`src/rtl/node_interface.sv`:
```
// Network interface between a core and its router's local port: a TX FIFO that injects
// single-flit packets, and an RX FIFO that accepts flits addressed to this node.
module node_interface #(
  parameter int unsigned CS = 2,
  parameter int unsigned DW = 16,
  parameter int unsigned DEPTH = 4,
  localparam int unsigned PL = 1 + 4 * CS + DW
) (
  input  logic          clk,
  input  logic          rst,
  input  logic [CS-1:0] node_x,
  input  logic [CS-1:0] node_y,
  input  logic          tx_valid,
  output logic          tx_ready,
  input  logic [CS-1:0] tx_dest_x,
  input  logic [CS-1:0] tx_dest_y,
  input  logic [DW-1:0] tx_data,
  output logic [0:PL-1] net_out,
  input  logic          net_avail,
  input  logic [0:PL-1] net_in,
  output logic          net_ready,
  output logic          rx_valid,
  input  logic          rx_ready,
  output logic [CS-1:0] rx_src_x,
  output logic [CS-1:0] rx_src_y,
  output logic [DW-1:0] rx_data,
  output logic [7:0]    misroute_cnt,
  output logic [7:0]    overflow_cnt
);

  localparam int unsigned PW = $clog2(DEPTH);
  localparam int unsigned CW = PW + 1;
  localparam int unsigned EW = 4 * CS + DW;
  localparam int unsigned RW = 2 * CS + DW;

  typedef logic [PW-1:0] ptr_t;
  typedef logic [CW-1:0] cnt_t;

  // ---------------------------------------------------------------- TX path
  logic [EW-1:0] tx_mem [DEPTH];
  ptr_t          tx_wr_q, tx_rd_q;
  cnt_t          tx_cnt_q, tx_cnt_d;
  logic          tx_push, tx_pop;

  assign tx_ready = (tx_cnt_q != cnt_t'(DEPTH));
  assign tx_push  = tx_valid && tx_ready;
  assign tx_pop   = (tx_cnt_q != '0) && net_avail;

  always_comb begin
    tx_cnt_d = tx_cnt_q + cnt_t'(tx_push) - cnt_t'(tx_pop);
  end

  always_ff @(posedge clk or posedge rst) begin
    if (rst) begin
      tx_wr_q  <= '0;
      tx_rd_q  <= '0;
      tx_cnt_q <= '0;
      net_out  <= '0;
    end else begin
      if (tx_push) tx_wr_q <= tx_wr_q + ptr_t'(1);
      if (tx_pop)  tx_rd_q <= tx_rd_q + ptr_t'(1);
      tx_cnt_q <= tx_cnt_d;
      net_out  <= tx_pop ? {1'b1, tx_mem[tx_rd_q]} : '0;
    end
  end

  always_ff @(posedge clk) begin
    if (tx_push) tx_mem[tx_wr_q] <= {tx_dest_x, tx_dest_y, node_x, node_y, tx_data};
  end

  // ---------------------------------------------------------------- RX path
  logic          in_valid;
  logic [CS-1:0] in_dx, in_dy, in_sx, in_sy;
  logic [DW-1:0] in_data;

  assign in_valid = net_in[0];
  assign in_dx    = net_in[1:CS];
  assign in_dy    = net_in[CS+1:2*CS];
  assign in_sx    = net_in[2*CS+1:3*CS];
  assign in_sy    = net_in[3*CS+1:4*CS];
  assign in_data  = net_in[4*CS+1:PL-1];

  logic [RW-1:0] rx_mem [DEPTH];
  ptr_t          rx_wr_q, rx_rd_q;
  cnt_t          rx_cnt_q, rx_cnt_d;
  logic          rx_match, rx_full, rx_push, rx_pop;
  logic [RW-1:0] rx_head;
  logic [7:0]    misroute_q, overflow_q;

  assign rx_match = (in_dx == node_x) && (in_dy == node_y);
  // Fullness is judged before this edge's pop, so a flit arriving at a full FIFO is dropped.
  assign rx_full  = (rx_cnt_q == cnt_t'(DEPTH));
  assign rx_push  = in_valid && rx_match && !rx_full;
  assign rx_valid = (rx_cnt_q != '0);
  assign rx_pop   = rx_valid && rx_ready;

  always_comb begin
    rx_cnt_d = rx_cnt_q + cnt_t'(rx_push) - cnt_t'(rx_pop);
  end

  always_ff @(posedge clk or posedge rst) begin
    if (rst) begin
      rx_wr_q    <= '0;
      rx_rd_q    <= '0;
      rx_cnt_q   <= '0;
      net_ready  <= 1'b1;
      misroute_q <= '0;
      overflow_q <= '0;
    end else begin
      if (rx_push) rx_wr_q <= rx_wr_q + ptr_t'(1);
      if (rx_pop)  rx_rd_q <= rx_rd_q + ptr_t'(1);
      rx_cnt_q  <= rx_cnt_d;
      // Keep one free slot in reserve for a flit already in flight from the router.
      net_ready <= (rx_cnt_d <= cnt_t'(DEPTH - 2));
      if (in_valid && !rx_match && misroute_q != 8'hFF) misroute_q <= misroute_q + 8'd1;
      if (in_valid && rx_match && rx_full && overflow_q != 8'hFF) overflow_q <= overflow_q + 8'd1;
    end
  end

  always_ff @(posedge clk) begin
    if (rx_push) rx_mem[rx_wr_q] <= {in_sx, in_sy, in_data};
  end

  assign rx_head = rx_valid ? rx_mem[rx_rd_q] : '0;
  assign {rx_src_x, rx_src_y, rx_data} = rx_head;
  assign misroute_cnt = misroute_q;
  assign overflow_cnt = overflow_q;

endmodule

```
`config.mk`:
```
export PLATFORM = sky130hd
export DESIGN_NAME = node_interface
export DESIGN_NICKNAME = d
export VERILOG_FILES = /design/src/rtl/node_interface.sv
export SDC_FILE = /design/constraint.sdc
export NUM_CORES = 1
export LEC_CHECK = 0
export ABC_AREA = 1
export BUFFER_PORTS_ARGS = -buffer_cell sky130_fd_sc_hd__buf_2
export CAP_MARGIN = 10
export CORE_MARGIN = 10
export CORE_UTILIZATION = 48
export CTS_BUF_LIST = sky130_fd_sc_hd__clkbuf_4 sky130_fd_sc_hd__clkbuf_8 sky130_fd_sc_hd__clkbuf_16
export DETAILED_ROUTE_END_ITERATION = 7
export PLACE_DENSITY = 0.7
export SLEW_MARGIN = 10
export SYNTH_ARGS = -nofsm -noshare
export SYNTH_HDL_FRONTEND = slang
export SYNTH_SLANG_ARGS = --single-unit
```
`constraint.sdc`:
```
create_clock -name clk -period 4.4 [get_ports clk]
set_input_delay 0.88 -clock clk [delete_from_list [all_inputs] [get_ports clk]]
set_output_delay 0.88 -clock clk [all_outputs]
set_load 0.05 [all_outputs]
```
==> run metrics, run 1 <==
pre-CTS setup slack=1.03 ns; largest net degree at the start of global routing=51; Clock transition at path regs=0.06 ns; Logic pwr share=0.358; # resized after CTS=0; crit path DAT=2.54 ns; unique cell type count in the Yosys netlist=34; Antenna Diode Count=0; setup_tns=0 ns; Post-Syn Instances=791; Rel. slew slack=0.241; Routability Congestion=0.767; Initial DRC Count=379; CTS max path bufs=3; Setup-failing EPs final=0; die area=25700 µm²; post-layout net count=983; CTS tree=yes; Pwr Total=0.00809 W; DRC Markers=0; area grow syn2layout=17.8%; drt wl/cell=16.6 µm; Reg2Reg Depth=4; crit end category=output port; vias in the first global route=6190; clk_lat worst skew=0.51 ns; Hold Path Class=in -> async; DRT Pass-1 Iters=5; Net Sw Frac=0.404; I/O pins=118; Crit Path Max Fanout=24; Design Area, Final=11100 µm²; sequential fraction of the synthesis area=0.709; Hold-fix buffers, CTS=0; Synth Warn #=0; first-pass GRT wire length=31900 µm; placed instance area=10300 µm²; CORE AREA=19400 µm²; Die H=160 µm; RSZ-0062 raised after global routing=no; Synth Area per Inst=11.9 µm²; worst setup margin=0.981 ns; pwr dens=727 nW/µm²; placed cell count=1152; Worst-Margin Slew=1.14 ns; layout cells sized above 1=0.211; element type at the critical path start=flop; period utilization=0.777; DR vias/cell=5.02; TritonCTS Buffers=24; Overflow after GRT=0; # Post-CTS Setup Buffers=0; clk sink count=232; fmax=292 MHz; Root Buffer=clkbuf_16; Clock power frac=0.259; std cell rows=51; PortBufs=117; Psw=0.00327 W; Final Skew=0.0119 ns; synthesized area=9440 µm²; commonest non-fill, non-tap cell in the layout=nor2_1; fin. max-slew vios=0; Synth Net Count=861; CTS H-tree lvls=1; GRT Total Usage=0.152; remaining antenna violation count after routing=0; Die X=160 µm; Worst VDD drop=434 µV; initial antenna violation count=0; FF+latch count, synth=232; Leak=4.51 nW; CP Class=reg -> out; detailed placement HPWL=12200 µm; max_cap viols=0; Pint=0.00482 W; via count=6004; Critical Path RT=3.52 ns; Final Critical Period=3.42 ns; Starting Density=0.486; sequential share of power=0.383; drt total wl=19800 µm; non-filler cells, final=1195; outcome=completed; Fin. Hold Viols=0; most frequent cells in the layout=nor2_1, edfxtp_1, buf_2, o21ai_0, nand2_1
==> worst paths after layout <==
path / start / end / slack [ns]
max: rx_rd_q[0]$_DFFE_PP0P_ / rx_data[0] / 0.98
min: rst / rx_cnt_q[2]$_DFF_PP0_ / 0.46
max reg2reg: tx_rd_q[1]$_DFFE_PP0P_ / net_out[18]$_DFF_PP0_ / 1.84
min reg2reg: tx_mem[3][0]$_DFFE_PP_ / net_out[24]$_DFF_PP0_ / 0.53
max in group asynchronous: rst / tx_rd_q[0]$_DFFE_PP0P_ / 3.04
min in group clk: tx_mem[3][0]$_DFFE_PP_ / net_out[24]$_DFF_PP0_ / 0.53
==> metal layers <==
layer,global-route usage,share of wire
met1,0.190,0.42
met2,0.259,0.49
met3,0.0370,0.070
met4,0.0388,0.016
met5,0,0
==> flip-flops by register name, summed over array words and instances (netlist names) <==
name          flops
net_out          25
rx_cnt_q          3
tx_rd_q           2
net_ready         1
rx_rd_q           2
tx_cnt_q          3
tx_mem           96
tx_wr_q           2
misroute_cnt      8
rx_wr_q           2
rx_mem           80
overflow_cnt      8
==> area by class of cell <==
class / instances / area (µm²)
Fill cell: 1594 / 8280
Sequential cell: 232 / 6690
Multi-Input combinational cell: 478 / 2390
Clock buffer: 35 / 726
Timing Repair Buffer: 131 / 691
Tap cell: 265 / 332
Inverter: 46 / 173
Clock inverter: 8 / 116
==> cells by family after synthesis <==
family          after synthesis  synth area share
simple gates                310             0.141
xor+xnor                     17            0.0158
fa+ha+maj                    16            0.0228
buf+inv                      81            0.0386
compound gates              135            0.0733
flops                       232             0.709
==> critical path, stage by stage (launching register included) <==
cell and delay (ns):
dfrtp_1 0.76, buf_4 0.41, nor2_1 0.08, nor2_1 0.10, o21ai_0 0.13, a21oi_1 0.24, buf_2 0.31
==> through the flow <==
stage               hold slack [ns]  utilization
finish                        0.456        0.573
CTS                           0.466        0.573
global route                  0.495        0.573
global placement              0.516        0.530
detailed placement            0.517        0.530
floorplan                     0.491            -
==> power groups by stage <==
stage / Combinational [W] / Sequential (W) / Clock, W
floorplan: 0.00188 / 0.00344 / 0
global placement: 0.00288 / 0.00313 / 0
detailed placement: 0.00293 / 0.00314 / 0
CTS: 0.00294 / 0.00310 / 0.00213
global route: 0.00319 / 0.00314 / 0.00223
finish: 0.00290 / 0.00310 / 0.00209
==> Yosys cell counts <==
cell      number  share of area
nor2_1       197          0.078
o21ai_0       81          0.043
clkinv_1       1        0.00040
xor2_1        11          0.010
nand4_4        1         0.0023
nand2_2        4         0.0027
nor3_2         1         0.0011
edfxtp_1     176           0.56
nand3_2        1         0.0011
buf_1          1        0.00040
inv_1         43          0.017
nor2_8         2         0.0042
a21oi_1       46          0.024
fa_1           2         0.0042
inv_2          2        0.00080
nor2_4         2         0.0024
buf_2         13         0.0069
nor2_2         2         0.0013
o31ai_4        1         0.0023
nand4_1        9         0.0060
o21ai_1        7         0.0037
nand2_1       74          0.029
nand3_1       11         0.0058
dfstp_2        1         0.0028
nand2_4        1         0.0012
clkbuf_1      12         0.0048
nand3_4        1         0.0019
ha_1          14          0.019
nand3b_1       4         0.0032
dfrtp_1       55           0.15
clkbuf_2       2         0.0011
xnor2_1        6         0.0056
buf_6          4         0.0048
buf_4          3         0.0024
(Power assumes the default switching activity.)
==> run 2, diff against run 1 <==
--- a/config.mk
+++ b/config.mk
@@ -5,7 +5,7 @@
 export SDC_FILE = /design/constraint.sdc
 export NUM_CORES = 1
 export LEC_CHECK = 0
-export ABC_AREA = 1
+export ABC_AREA = 0
 export BUFFER_PORTS_ARGS = -buffer_cell sky130_fd_sc_hd__buf_2
 export CAP_MARGIN = 10
 export CORE_MARGIN = 10
==> constraint.sdc (replaced) <==
create_clock -name clk -period 3.3 [get_ports clk]
set_input_delay 0.66 -clock clk [delete_from_list [all_inputs] [get_ports clk]]
set_output_delay 0.66 -clock clk [all_outputs]
set_load 0.05 [all_outputs]
==> run 2 against run 1 <==
  * Global-route usage shrank 1.6 points
  * Sequential share of layout area grew 2.3 points
  * Highest routed layer is now met5
  * Clock-buffer cell count shrank 6
  * Critical path type unchanged
  * Critical endpoint is now rx_data[8]
  * Clock power grew 25%
  * Sequential power grew 31%
  * Worst hold slack lost 0.14 ns
  * Combinational power grew 19%
  * Non-clock buffer count grew 2
  * Sequential cell count is the same
  * First-iteration DRC count shrank 25%
  * Synthesized area shrank 4.7%
  * Register-to-register slack lost 1.1 ns
==> run metrics, run 2 <==
outcome=completed; setup_tns=0 ns; sequential fraction of the synthesis area=0.743; CP Class=reg -> out; crit end category=output port; Final Skew=0.0155 ns; Clock transition at path regs=0.06 ns; largest net degree at the start of global routing=36; Buf+Inv Stages, Crit Path=2; via count=4471; ys flop type=edfxtp_1; Largest register FFs=96; max_cap viols=0; Fillers=1360; first-pass GRT wire length=26500 µm; asr flop ratio synth=0.241; cell family with most CP delay=buffers and inverters; Multi-input gate area=2180 µm²; Synth Net Count=524; drt total wl=16700 µm; Synth Warn #=0; Reg with most FFs=tx_mem; synthesized area=8990 µm²; CTS tree=yes; Max stage delay on crit path=0.54 ns; Post-synth EDFFs=176; post-layout net count=668; Starting Density=0.484; Die H=157 µm; clk sink count=232; Synth Area per Inst=19.8 µm²; Rel. slew slack=0.415; CORE AREA=18600 µm²; DRC Markers=0; Leak=4.11 nW; PortBufs=117; Hold Path Class=in -> async; clk_lat worst skew=0.51 ns; CTS max path bufs=3; Design Area, Final=10700 µm²; detailed placement HPWL=10800 µm; pwr dens=944 nW/µm²; reg-to-reg slack, setup=0.70 ns; die area=24600 µm²; top cells by count, synth=edfxtp_1, dfrtp_1, and2_1; remaining antenna violation count after routing=0; GRT Total Usage=0.137; Fin Hold WS=0.316 ns; Overflow after GRT=0; slowest library cell on the worst path=mux4_2; vias in the first global route=4919; DR vias/cell=5.26; period utilization=0.858; Synth area leader=edfxtp_1; Antenna Diode Count=0; Critical Path RT=2.64 ns; initial antenna violation count=1; Fin. Hold Viols=0; CTS H-tree lvls=1; Synth area leaders=edfxtp_1, dfrtp_1, mux4_2; layout cells sized above 1=0.377; Final Critical Period=2.83 ns; commonest non-fill, non-tap cell in the layout=edfxtp_1; I/O pins=118; element type at the critical path start=flop; # Post-CTS Setup Buffers=0; Root Buffer=clkbuf_16; area grow syn2layout=19.1%; Setup-failing EPs final=0; post-synth top area share=0.588; total area of sequential cells=6690 µm²; top-count cell post-synth=edfxtp_1; Hold-fix buffers, CTS=0; Worst VDD drop=604 µV; worst setup margin=0.467 ns; unique cell type count in the Yosys netlist=35; crit-path cells=buf_4 > mux4_2 > and2_1 > buf_2; drt wl/cell=19.6 µm; crit path DAT=2.17 ns; RSZ-0062 raised after global routing=no; Worst-Margin Slew=0.878 ns; Routability Congestion=0.814; fmax=353 MHz; # resized after CTS=0; Initial DRC Count=284; most frequent cells in the layout=edfxtp_1, buf_2, dfrtp_1, and2_1, mux4_2; Post-Syn Instances=454; pre-CTS setup slack=0.283 ns; biggest regs=tx_mem (96), rx_mem (80), net_out (25); TritonCTS Buffers=24; DRT Pass-1 Iters=5; placed instance area=9920 µm²; Die X=157 µm; fin. max-slew vios=0; Crit Path Max Fanout=22; std cell rows=50; FF+latch count, synth=232
[run 2: stage by stage]
| step | total power [W] | instances | utilization |
|---|---|---|---|
| final | 0.0101 | 850 | 0.577 |
| after floorplan | 0.00673 | 454 | - |
| after global placement | 0.00753 | 806 | 0.534 |
| after CTS | 0.0103 | 850 | 0.577 |
| after detailed placement | 0.00763 | 806 | 0.534 |
| after global routing | 0.0107 | 850 | 0.577 |
[run 2: cell type report]
cell class              count  area share
inverters                  15     0.00525
clock inverters            15      0.0126
multi-input cells         192       0.203
well taps                 234      0.0273
clock buffers              29      0.0613
flip-flops and latches    232       0.624
repair buffers            133      0.0659
[run 2: worst register-to-register path: stages (launching register included)]
cell	delay, ns
dfrtp_1	0.48
or3_1	0.43
and2_1	0.22
ha_1	0.28
inv_1	0.05
ha_1	0.14
inv_1	0.06
fa_1	0.38
xnor2_1	0.22
xnor2_1	0.12
a21oi_1	0.15
[run 2: path summary, 6_finish.rpt]
check                                        from                      to  depth (start not counted)
min in group clk                       net_in[15]  rx_mem[2][9]$_DFFE_PP_                          1
hold / removal                                rst   net_out[22]$_DFF_PP0_                          2
setup / recovery           rx_rd_q[0]$_DFFE_PP0P_              rx_data[8]                          4
setup reg to reg            rx_cnt_q[2]$_DFF_PP0_     net_ready$_DFF_PP1_                         10
hold reg to reg            rx_rd_q[1]$_DFFE_PP0P_  rx_rd_q[1]$_DFFE_PP0P_                          1
max in group asynchronous                     rst     net_ready$_DFF_PP1_                          3
[run 2: logic make-up (layout without fill, tap and decap cells)]
logic type / after synthesis / after routing / share of synthesized area
adder cells (fa/ha/maj): 16 / 16 / 0.0239
buffers and inverters: 30 / 192 / 0.0142
AND/OR/NAND/NOR: 97 / 97 / 0.0705
flip-flops: 232 / 232 / 0.743
multiplexers: 51 / 51 / 0.119
AO/OA/AOI/OAI: 3 / 3 / 0.00376
XOR/XNOR: 25 / 25 / 0.0252
[run 2: metal layers]
metal / track usage / vias up / wire (µm)
met5: 0 / - / 11
met4: 0.0292 / 2 / 159
met3: 0.0398 / 19 / 1260
met2: 0.238 / 136 / 8480
met1: 0.165 / 2287 / 6790
li1: - / 2027 / -
[run 2: power by group]
group | switching (W) | internal [W] | leakage (nW)
sequential | 0.000340 | 0.00371 | 2.30
combinational | 0.00226 | 0.00120 | 1.41
clock | 0.00104 | 0.00157 | 0.389
